<file path="config.mk">
export PLATFORM = sky130hd
export DESIGN_NAME = line_buffer_ctrl
export DESIGN_NICKNAME = d
export VERILOG_FILES = /design/src/rtl/line_buffer_ctrl_pkg.sv /design/src/rtl/line_buffer_ctrl_pos_cnt.sv /design/src/rtl/line_buffer_ctrl.sv
export SDC_FILE = /design/constraint.sdc
export NUM_CORES = 1
export LEC_CHECK = 0
export CAP_MARGIN = 15
export CORE_MARGIN = 2
export CORE_UTILIZATION = 35
export CTS_CLUSTER_SIZE = 14
export DETAILED_ROUTE_END_ITERATION = 7
export PLACE_DENSITY_LB_ADDON = 0.15
export SYNTH_ARGS = -nofsm -noshare
export SYNTH_HDL_FRONTEND = slang
export SYNTH_SLANG_ARGS = --single-unit
</file>
<file path="constraint.sdc">
create_clock -name clk -period 5.3 [get_ports clk]
set_clock_uncertainty 0.05 [all_clocks]
set_input_delay 1.59 -clock clk [delete_from_list [all_inputs] [get_ports clk]]
set_output_delay 1.59 -clock clk [all_outputs]
set_load 0.01 [all_outputs]
</file>
<file path="src/rtl/line_buffer_ctrl_pkg.sv">
// Shared filter-path definitions for the line buffer controller: sequencer
// states, counter width and default picture geometry.
package line_buffer_ctrl_pkg;

   localparam int CNT_W          = 9;
   localparam int TMR_W          = 16;
   localparam int PIC_WIDTH_DEF  = 320;
   localparam int PIC_HEIGHT_DEF = 240;

   typedef enum logic [2:0] {
      ST_IDLE      = 3'd0,
      ST_RESET     = 3'd1,
      ST_WAIT_BUSY = 3'd2,
      ST_FILL      = 3'd3,
      ST_FLUSH     = 3'd4,
      ST_DONE      = 3'd5
   } lbc_state_e;

endpackage

</file>
<file path="src/rtl/line_buffer_ctrl_pos_cnt.sv">
// Column/row position counter. Tracks the position the next pixel will take
// and publishes the position of the last accepted pixel.
module lbc_pos_cnt
   import line_buffer_ctrl_pkg::*;
#(
   parameter int PIC_WIDTH  = PIC_WIDTH_DEF,
   parameter int PIC_HEIGHT = PIC_HEIGHT_DEF
) (
   input  logic             clk,
   input  logic             rst_n,
   input  logic             clr_i,
   input  logic             inc_i,
   output logic [CNT_W-1:0] col_o,
   output logic [CNT_W-1:0] row_o,
   output logic             last_o,
   output logic             win_row_o
);

   localparam logic [CNT_W-1:0] COL_LAST = CNT_W'(PIC_WIDTH - 1);
   localparam logic [CNT_W-1:0] ROW_LAST = CNT_W'(PIC_HEIGHT - 1);

   logic [CNT_W-1:0] pos_col_q, pos_col_d;
   logic [CNT_W-1:0] pos_row_q, pos_row_d;
   logic [CNT_W-1:0] col_q, col_d;
   logic [CNT_W-1:0] row_q, row_d;

   always_comb begin
      pos_col_d = pos_col_q;
      pos_row_d = pos_row_q;
      col_d     = col_q;
      row_d     = row_q;
      if (clr_i) begin
         pos_col_d = '0;
         pos_row_d = '0;
         col_d     = '0;
         row_d     = '0;
      end else if (inc_i) begin
         col_d = pos_col_q;
         row_d = pos_row_q;
         if (pos_col_q == COL_LAST) begin
            pos_col_d = '0;
            // Wrapping the row after the last pixel keeps every value in range.
            pos_row_d = (pos_row_q == ROW_LAST) ? '0 : pos_row_q + 1'b1;
         end else begin
            pos_col_d = pos_col_q + 1'b1;
         end
      end
   end

   always_ff @(posedge clk or negedge rst_n) begin
      if (!rst_n) begin
         pos_col_q <= '0;
         pos_row_q <= '0;
         col_q     <= '0;
         row_q     <= '0;
      end else begin
         pos_col_q <= pos_col_d;
         pos_row_q <= pos_row_d;
         col_q     <= col_d;
         row_q     <= row_d;
      end
   end

   assign col_o     = col_q;
   assign row_o     = row_q;
   assign last_o    = (pos_col_q == COL_LAST) && (pos_row_q == ROW_LAST);
   assign win_row_o = (pos_row_q >= CNT_W'(2));

endmodule

</file>
<file path="src/rtl/line_buffer_ctrl.sv">
// Frame sequencer for the three-FIFO line buffer: FIFO reset, pixel gating,
// window-valid and end-of-frame drain. Drain is built only with LBC_FLUSH_EN.
module line_buffer_ctrl
   import line_buffer_ctrl_pkg::*;
#(
   parameter int PIC_WIDTH   = PIC_WIDTH_DEF,
   parameter int PIC_HEIGHT  = PIC_HEIGHT_DEF,
   parameter int RST_CYCLES  = 4,
   parameter int BUSY_GUARD  = 8,
   parameter int FLUSH_LINES = 1
) (
   input  logic             clk,
   input  logic             rst_n,
   input  logic             frame_start_i,
   input  logic             valid_in_i,
   output logic             pix_ready_o,
   input  logic             fifo_rst_busy_i,
   output logic             rst_fifo_o,
   output logic             lb_valid_o,
   output logic             rd_en_all_o,
   output logic             win_valid_o,
   output logic [CNT_W-1:0] col_cnt_o,
   output logic [CNT_W-1:0] row_cnt_o,
   output logic             frame_done_o,
   output logic             pix_drop_o
);

   localparam logic [TMR_W-1:0] RST_LAST   = TMR_W'((RST_CYCLES > 0) ? RST_CYCLES - 1 : 0);
   localparam logic [TMR_W-1:0] GUARD_LAST = TMR_W'((BUSY_GUARD > 0) ? BUSY_GUARD - 1 : 0);
   localparam logic [TMR_W-1:0] FLUSH_LAST =
      TMR_W'((FLUSH_LINES * PIC_WIDTH > 0) ? FLUSH_LINES * PIC_WIDTH - 1 : 0);

   lbc_state_e       state_q;
   logic [TMR_W-1:0] tmr_q;
   logic             rst_fifo_q;
   logic             pix_ready_q;
   logic             rd_en_all_q;
   logic             frame_done_q;
   logic             win_valid_q;
   logic             pix_drop_q;
   logic             lb_valid;
   logic             last_pix;
   logic             win_row;
   logic             drop_state;

   assign lb_valid = valid_in_i && pix_ready_q;

   lbc_pos_cnt #(
      .PIC_WIDTH  (PIC_WIDTH),
      .PIC_HEIGHT (PIC_HEIGHT)
   ) u_pos_cnt (
      .clk       (clk),
      .rst_n     (rst_n),
      .clr_i     (frame_start_i || (state_q == ST_RESET)),
      .inc_i     (lb_valid),
      .col_o     (col_cnt_o),
      .row_o     (row_cnt_o),
      .last_o    (last_pix),
      .win_row_o (win_row)
   );

   // frame_start wins over every state, so a frame can always be restarted.
   always_ff @(posedge clk or negedge rst_n) begin
      if (!rst_n) begin
         state_q      <= ST_IDLE;
         tmr_q        <= '0;
         rst_fifo_q   <= 1'b0;
         pix_ready_q  <= 1'b0;
         rd_en_all_q  <= 1'b0;
         frame_done_q <= 1'b0;
      end else begin
         frame_done_q <= 1'b0;
         if (frame_start_i) begin
            state_q     <= ST_RESET;
            tmr_q       <= '0;
            rst_fifo_q  <= 1'b0;
            pix_ready_q <= 1'b0;
            rd_en_all_q <= 1'b0;
         end else begin
            case (state_q)
               ST_IDLE: rst_fifo_q <= 1'b1;
               ST_RESET: begin
                  if (tmr_q == RST_LAST) begin
                     state_q    <= ST_WAIT_BUSY;
                     tmr_q      <= '0;
                     rst_fifo_q <= 1'b1;
                  end else begin
                     tmr_q <= tmr_q + 1'b1;
                  end
               end
               ST_WAIT_BUSY: begin
                  if (tmr_q < GUARD_LAST) begin
                     tmr_q <= tmr_q + 1'b1;
                  end else if (!fifo_rst_busy_i) begin
                     state_q     <= ST_FILL;
                     pix_ready_q <= 1'b1;
                  end
               end
               ST_FILL: begin
                  if (lb_valid && last_pix) begin
                     pix_ready_q <= 1'b0;
                     tmr_q       <= '0;
`ifdef LBC_FLUSH_EN
                     state_q     <= ST_FLUSH;
                     rd_en_all_q <= 1'b1;
`else
                     state_q      <= ST_DONE;
                     frame_done_q <= 1'b1;
`endif
                  end
               end
               ST_FLUSH: begin
                  if (tmr_q == FLUSH_LAST) begin
                     state_q      <= ST_DONE;
                     rd_en_all_q  <= 1'b0;
                     frame_done_q <= 1'b1;
                  end else begin
                     tmr_q <= tmr_q + 1'b1;
                  end
               end
               ST_DONE: state_q <= ST_IDLE;
               default: state_q <= ST_IDLE;
            endcase
         end
      end
   end

   assign drop_state = (state_q == ST_RESET) || (state_q == ST_WAIT_BUSY) ||
                       (state_q == ST_FLUSH) || (state_q == ST_DONE);

   always_ff @(posedge clk or negedge rst_n) begin
      if (!rst_n) begin
         win_valid_q <= 1'b0;
         pix_drop_q  <= 1'b0;
      end else begin
         win_valid_q <= (lb_valid && win_row) || rd_en_all_q;
         pix_drop_q  <= valid_in_i && !pix_ready_q && drop_state;
      end
   end

   assign pix_ready_o  = pix_ready_q;
   assign rst_fifo_o   = rst_fifo_q;
   assign lb_valid_o   = lb_valid;
   assign win_valid_o  = win_valid_q;
   assign frame_done_o = frame_done_q;
   assign pix_drop_o   = pix_drop_q;
`ifdef LBC_FLUSH_EN
   assign rd_en_all_o  = rd_en_all_q;
`else
   assign rd_en_all_o  = 1'b0;
`endif

endmodule

</file>
# ---- After elaboration in Yosys (flattened, before gate mapping)
# Index checks and enable logic that the tools add are counted.
dict set report word_totals {
  inputBits 5
  ff_bits 61
  elab_cells 99
}
dict set report op_classes {
  add_sub_neg 3
  mux 39
  eq_ne 17
  order_cmp 2
  reduce_logical 26
}
# operator n
set ops {}
lappend ops {{9-bit 2-to-1 mux} 11}
lappend ops {{16-bit 2-to-1 mux} 5}
lappend ops {{16-bit case mux with 4 select lines} 1}
lappend ops {{9-bit by 1-bit adder with 9-bit output, second input constant} 2}
lappend ops {{3-bit 2-to-1 mux} 6}
lappend ops {{3-bit != test, second input constant} 6}
lappend ops {{16-bit by 1-bit adder with 16-bit output, second input constant} 1}
lappend ops {{16-bit by 2-bit equality test with 1-bit output, second input constant} 1}
lappend ops {{16-bit by 9-bit equality test with 1-bit output, second input constant} 1}
lappend ops {{16-bit by 3-bit less-than comparator with 1-bit output, second input constant} 1}
lappend ops {{3-bit case mux with 5 select lines} 1}
lappend ops {{1-bit 2-to-1 mux} 12}
lappend ops {{9-bit by 8-bit equality test with 1-bit output, second input constant} 1}
lappend ops {{9-bit equality test, second input constant} 1}
lappend ops {{9-bit by 2-bit >= comparator with 1-bit output, second input constant} 1}
lappend ops {{4-bit AND reduction} 2}
lappend ops {{2-bit nonzero test} 4}
lappend ops {{3-bit by 2-bit equality test with 1-bit output, second input constant} 2}
lappend ops {{3-bit equality test, second input constant} 2}
lappend ops {{1-bit logical AND} 6}
lappend ops {{1-bit case mux with 2 select lines} 3}
lappend ops {{2-bit AND reduction} 3}
lappend ops {{6-bit AND reduction} 1}
lappend ops {{3-bit nonzero test} 2}
lappend ops {{7 further kinds} 11}

# ---- Logic depth before layout (Yosys ltp)
dict set report logic_depth {
  word_depth 6
  mapped_depth 8
  mapped_depth_nobuf 7
}

# ---- Modules after synthesis
# A second synthesis with hierarchy kept.
dict set report unflattened {
  hier_cells 341
  area_unflattened_um2 3288.2
}
# module cells_each seq_area_each_um2 n_inst area_per_inst_um2
set by_module_without_submodules {}
lappend by_module_without_submodules {lbc_pos_cnt 176 900.9 1 1809.2}
lappend by_module_without_submodules {line_buffer_ctrl 165 600.6 1 1478.9}

# ---- Least setup slack after synthesis
# No wires, ideal clock.
dict set report synth_timing {
  path_kind {input to output}
  startpoint {input port valid_in_i}
  endpoint {output port lb_valid_o}
  t_arrival_ps 2121
  stages 3
  path_slack_ps 1539
  path_cell_list {nand2_1 -> inv_1 -> clkbuf_1}
}
dict set report synth_via {
  elab_chain_len 1
}
# element line
set synth_rtl {}
lappend synth_rtl {{start, declared} line_buffer_ctrl.sv:15} ;# input logic valid_in_i,
lappend synth_rtl {{1-bit logical AND} line_buffer_ctrl.sv:46} ;# assign lb_valid = valid_in_i && pix_ready_q;
lappend synth_rtl {{end, declared} line_buffer_ctrl.sv:19} ;# output logic lb_valid_o,
# No other way between the ends.

# ---- Final worst setup path
# Ends and elaborated chain as after synthesis.

==> qor.csv <==
metric,value,unit
outcome,"finished, final reports clean",
finalCriticalPeriod,4.450,ns
arrival,2.81,ns
combPwrFrac,27.6,%
slew_headroom,58.96,%
post-cts-setup-buffers,0,
track_usage,15.85,%
vias,2568,
overflow,0,
grt_pass1_wl,12420,µm
fin_nets,384,
setup_viol,0,
cts_buffers,9,
postSynth.asyncResetShare,100.0,%
synth_flop_cell,dfrtp_1,
drtIter0Drc,82,
clkPwrFrac,32.1,%
pwr-share-seq,40.3,%
cts.sink_count,60,
cts_buffer_depth,2,
cts.repair.resized,0,
place_area,0.003505,mm²
cts-root-buf,clkbuf_8,
dp_hpwl,4739,µm
syn2layout_area_growth,17.41,%
io_pins,30,
place.gp.congestion,0.7766,
p_int,846.2,µW
worstSetupEndpointType,output pin,
p_leak,0.001625,µW
slew_viol_final,0,
postRouteAntennaNets,0,
diodes,0,
port_buffers,28,
finalInstanceArea,0.003705,mm²
ctsHoldBuffers,0,
rows,34,
vias_per_cell,5.262,
min_period_over_period,83.97,%
min_from,rst_fifo_o,
grt_pass1_vias,2517,
syn_nets,357,
ys_seq_elements,60,
drive_gt1_share,8.421,%
rrSetupSlack,2.70,ns
critPathMaxFanout,2,
worstSetupPathType,in2out,
synth_area_leaders,"dfrtp_1, nand2_1, a21oi_1",
netlist.area_leader.share,47.58,%
power.density,356.3,mW/mm²
cp_data_required_time,3.66,ns
firstDrtPassIters,4,
setup_tns,0,ns
htree_num_levels,3,
hold_path_end,rst_fifo_o,
grt_max_degree,35,
dp_cells,472,
r2r_cells,7,
synth_edf_count,0,
swShare,35.90,%
yosys.area.top_type,dfrtp_1,
worst_ir_drop_vdd,0.1519,mV
seq_area_frac_synth,47.58,%
drc,0,
hold_viol,0,
avgSynthCellArea,9.068,µm²
regToRegEndpoint,tmr_q[0],
hp-class,reg2reg,
maxCapViolCount,0,
final_cell_mix,"nand2_1, dfrtp_1, clkdlybuf4s50_1, nor2_1, a21oi_1",
cts_tree,yes,
whs_path_depth,2,
max_freq,224.7,MHz
syn_area,0.003156,mm²
post_drt_wl_per_cell,14.56,µm
critPathLaunchType,input port,
start_util,36.18,%
final_cells,488,
yosys_warnings,0,
fin_ws,0.8498,ns
wl,7103,µm
die_area,0.009791,mm²
clock_latency,0.35,ns
ys_types,53,
path_clk_slew,0.07,ns
coreArea,0.008721,mm²
regToRegStartpoint,u_pos_cnt.pos_col_q[0],
power.switching,473.8,µW
final_common_cell,nand2_1,
rsz0062_at_grt,false,
synthCells,348,
grt_antenna_before_repair,0,
worst_pin_slew,0.6156,ns
die-width,98.95,µm
dpl_worst_slack,0.8364,ns
die_h,98.95,µm
[cells in the mapped netlist (5+ instances only)]
cell / n
nand2_1: 63
dfrtp_1: 60
nor2_1: 25
a21oi_1: 24
o21ai_0: 19
and3_1: 16
nor2b_1: 14
a22o_1: 13
o21ai_1: 11
inv_1: 8
nand3_1: 8
nor3_1: 7
nand4_1: 6
clkbuf_1: 5
nand2b_1: 5
xor2_1: 5
[flip-flops by register name, summed over array words and instances (netlist names)]
name                 flops
tmr_q                   16
u_pos_cnt.col_o          9
u_pos_cnt.pos_col_q      9
u_pos_cnt.pos_row_q      9
u_pos_cnt.row_o          9
state_q                  3
frame_done_o             1
pix_drop_o               1
pix_ready_o              1
rst_fifo_o               1
win_valid_o              1
[critical path: stages]
cell and delay [ns]:
clkdlybuf4s50_1 0.48, nand2_1 0.09, inv_1 0.11, clkdlybuf4s50_1 0.54
[power groups by stage]
stage / Clock, µW / Combinational [µW] / Sequential (µW)
global route: 461 / 410 / 538
floorplan: 0 / 305 / 519
finish: 424 / 364 / 531
global placement: 0 / 363 / 539
CTS: 438 / 370 / 531
detailed placement: 0 / 369 / 539
[kinds of logic (layout without fill, tap and decap cells)]
| kind of cell | after synthesis | count (layout) | share of synthesized area (%) |
|---|---|---|---|
| AO/OA/AOI/OAI | 86 | 86 | 17.25 |
| XOR/XNOR | 8 | 8 | 2.221 |
| adder cells (fa/ha/maj) | 4 | 4 | 1.586 |
| buffers and inverters | 24 | 56 | 3.846 |
| flip-flops | 60 | 60 | 47.58 |
| multiplexers | 3 | 3 | 1.031 |
| other | 1 | 1 | 0.1188 |
| AND/OR/NAND/NOR | 162 | 162 | 26.37 |
[stage by stage]
step / power, µW / hold slack [ns] / utilization, %
finish: 1320 / 0.4612 / 42.48
global route: 1409 / 0.4897 / 42.48
CTS: 1339 / 0.4727 / 42.48
detailed placement: 907.3 / 0.4493 / 40.19
global placement: 902.0 / 0.4379 / 40.19
floorplan: 823.9 / 0.4253 / -
[routing by layer]
layer  part of all wire (%)  track usage (%)
met2                     46            24.53
met3                    3.6            4.468
met4                    1.4            5.058
met5                      0                0
met1                     49            21.56
[worst max-delay path by stage]
stage | startpoint | to | slack [ns] | cells after the start
2_1_floorplan | valid_in_i | lb_valid_o | 1.54 | 3
3_3_place_gp | valid_in_i | lb_valid_o | 0.84 | 4
3_5_place_dp | valid_in_i | lb_valid_o | 0.84 | 4
4_1_cts | valid_in_i | lb_valid_o | 0.83 | 4
5_1_grt | valid_in_i | lb_valid_o | 0.79 | 4
6_report | valid_in_i | lb_valid_o | 0.85 | 4
[area by class of cell]
class                           instances  area [µm²]
Clock buffer                            9       123.9
Clock inverter                          7       76.32
Fill cell                             881        5016
Inverter                                8       30.03
Multi-Input combinational cell        264        1533
Sequential cell                        60        1501
Tap cell                              108       135.1
Timing Repair Buffer                   32       305.3
Note: power is estimated with default switching activity, not from simulation.
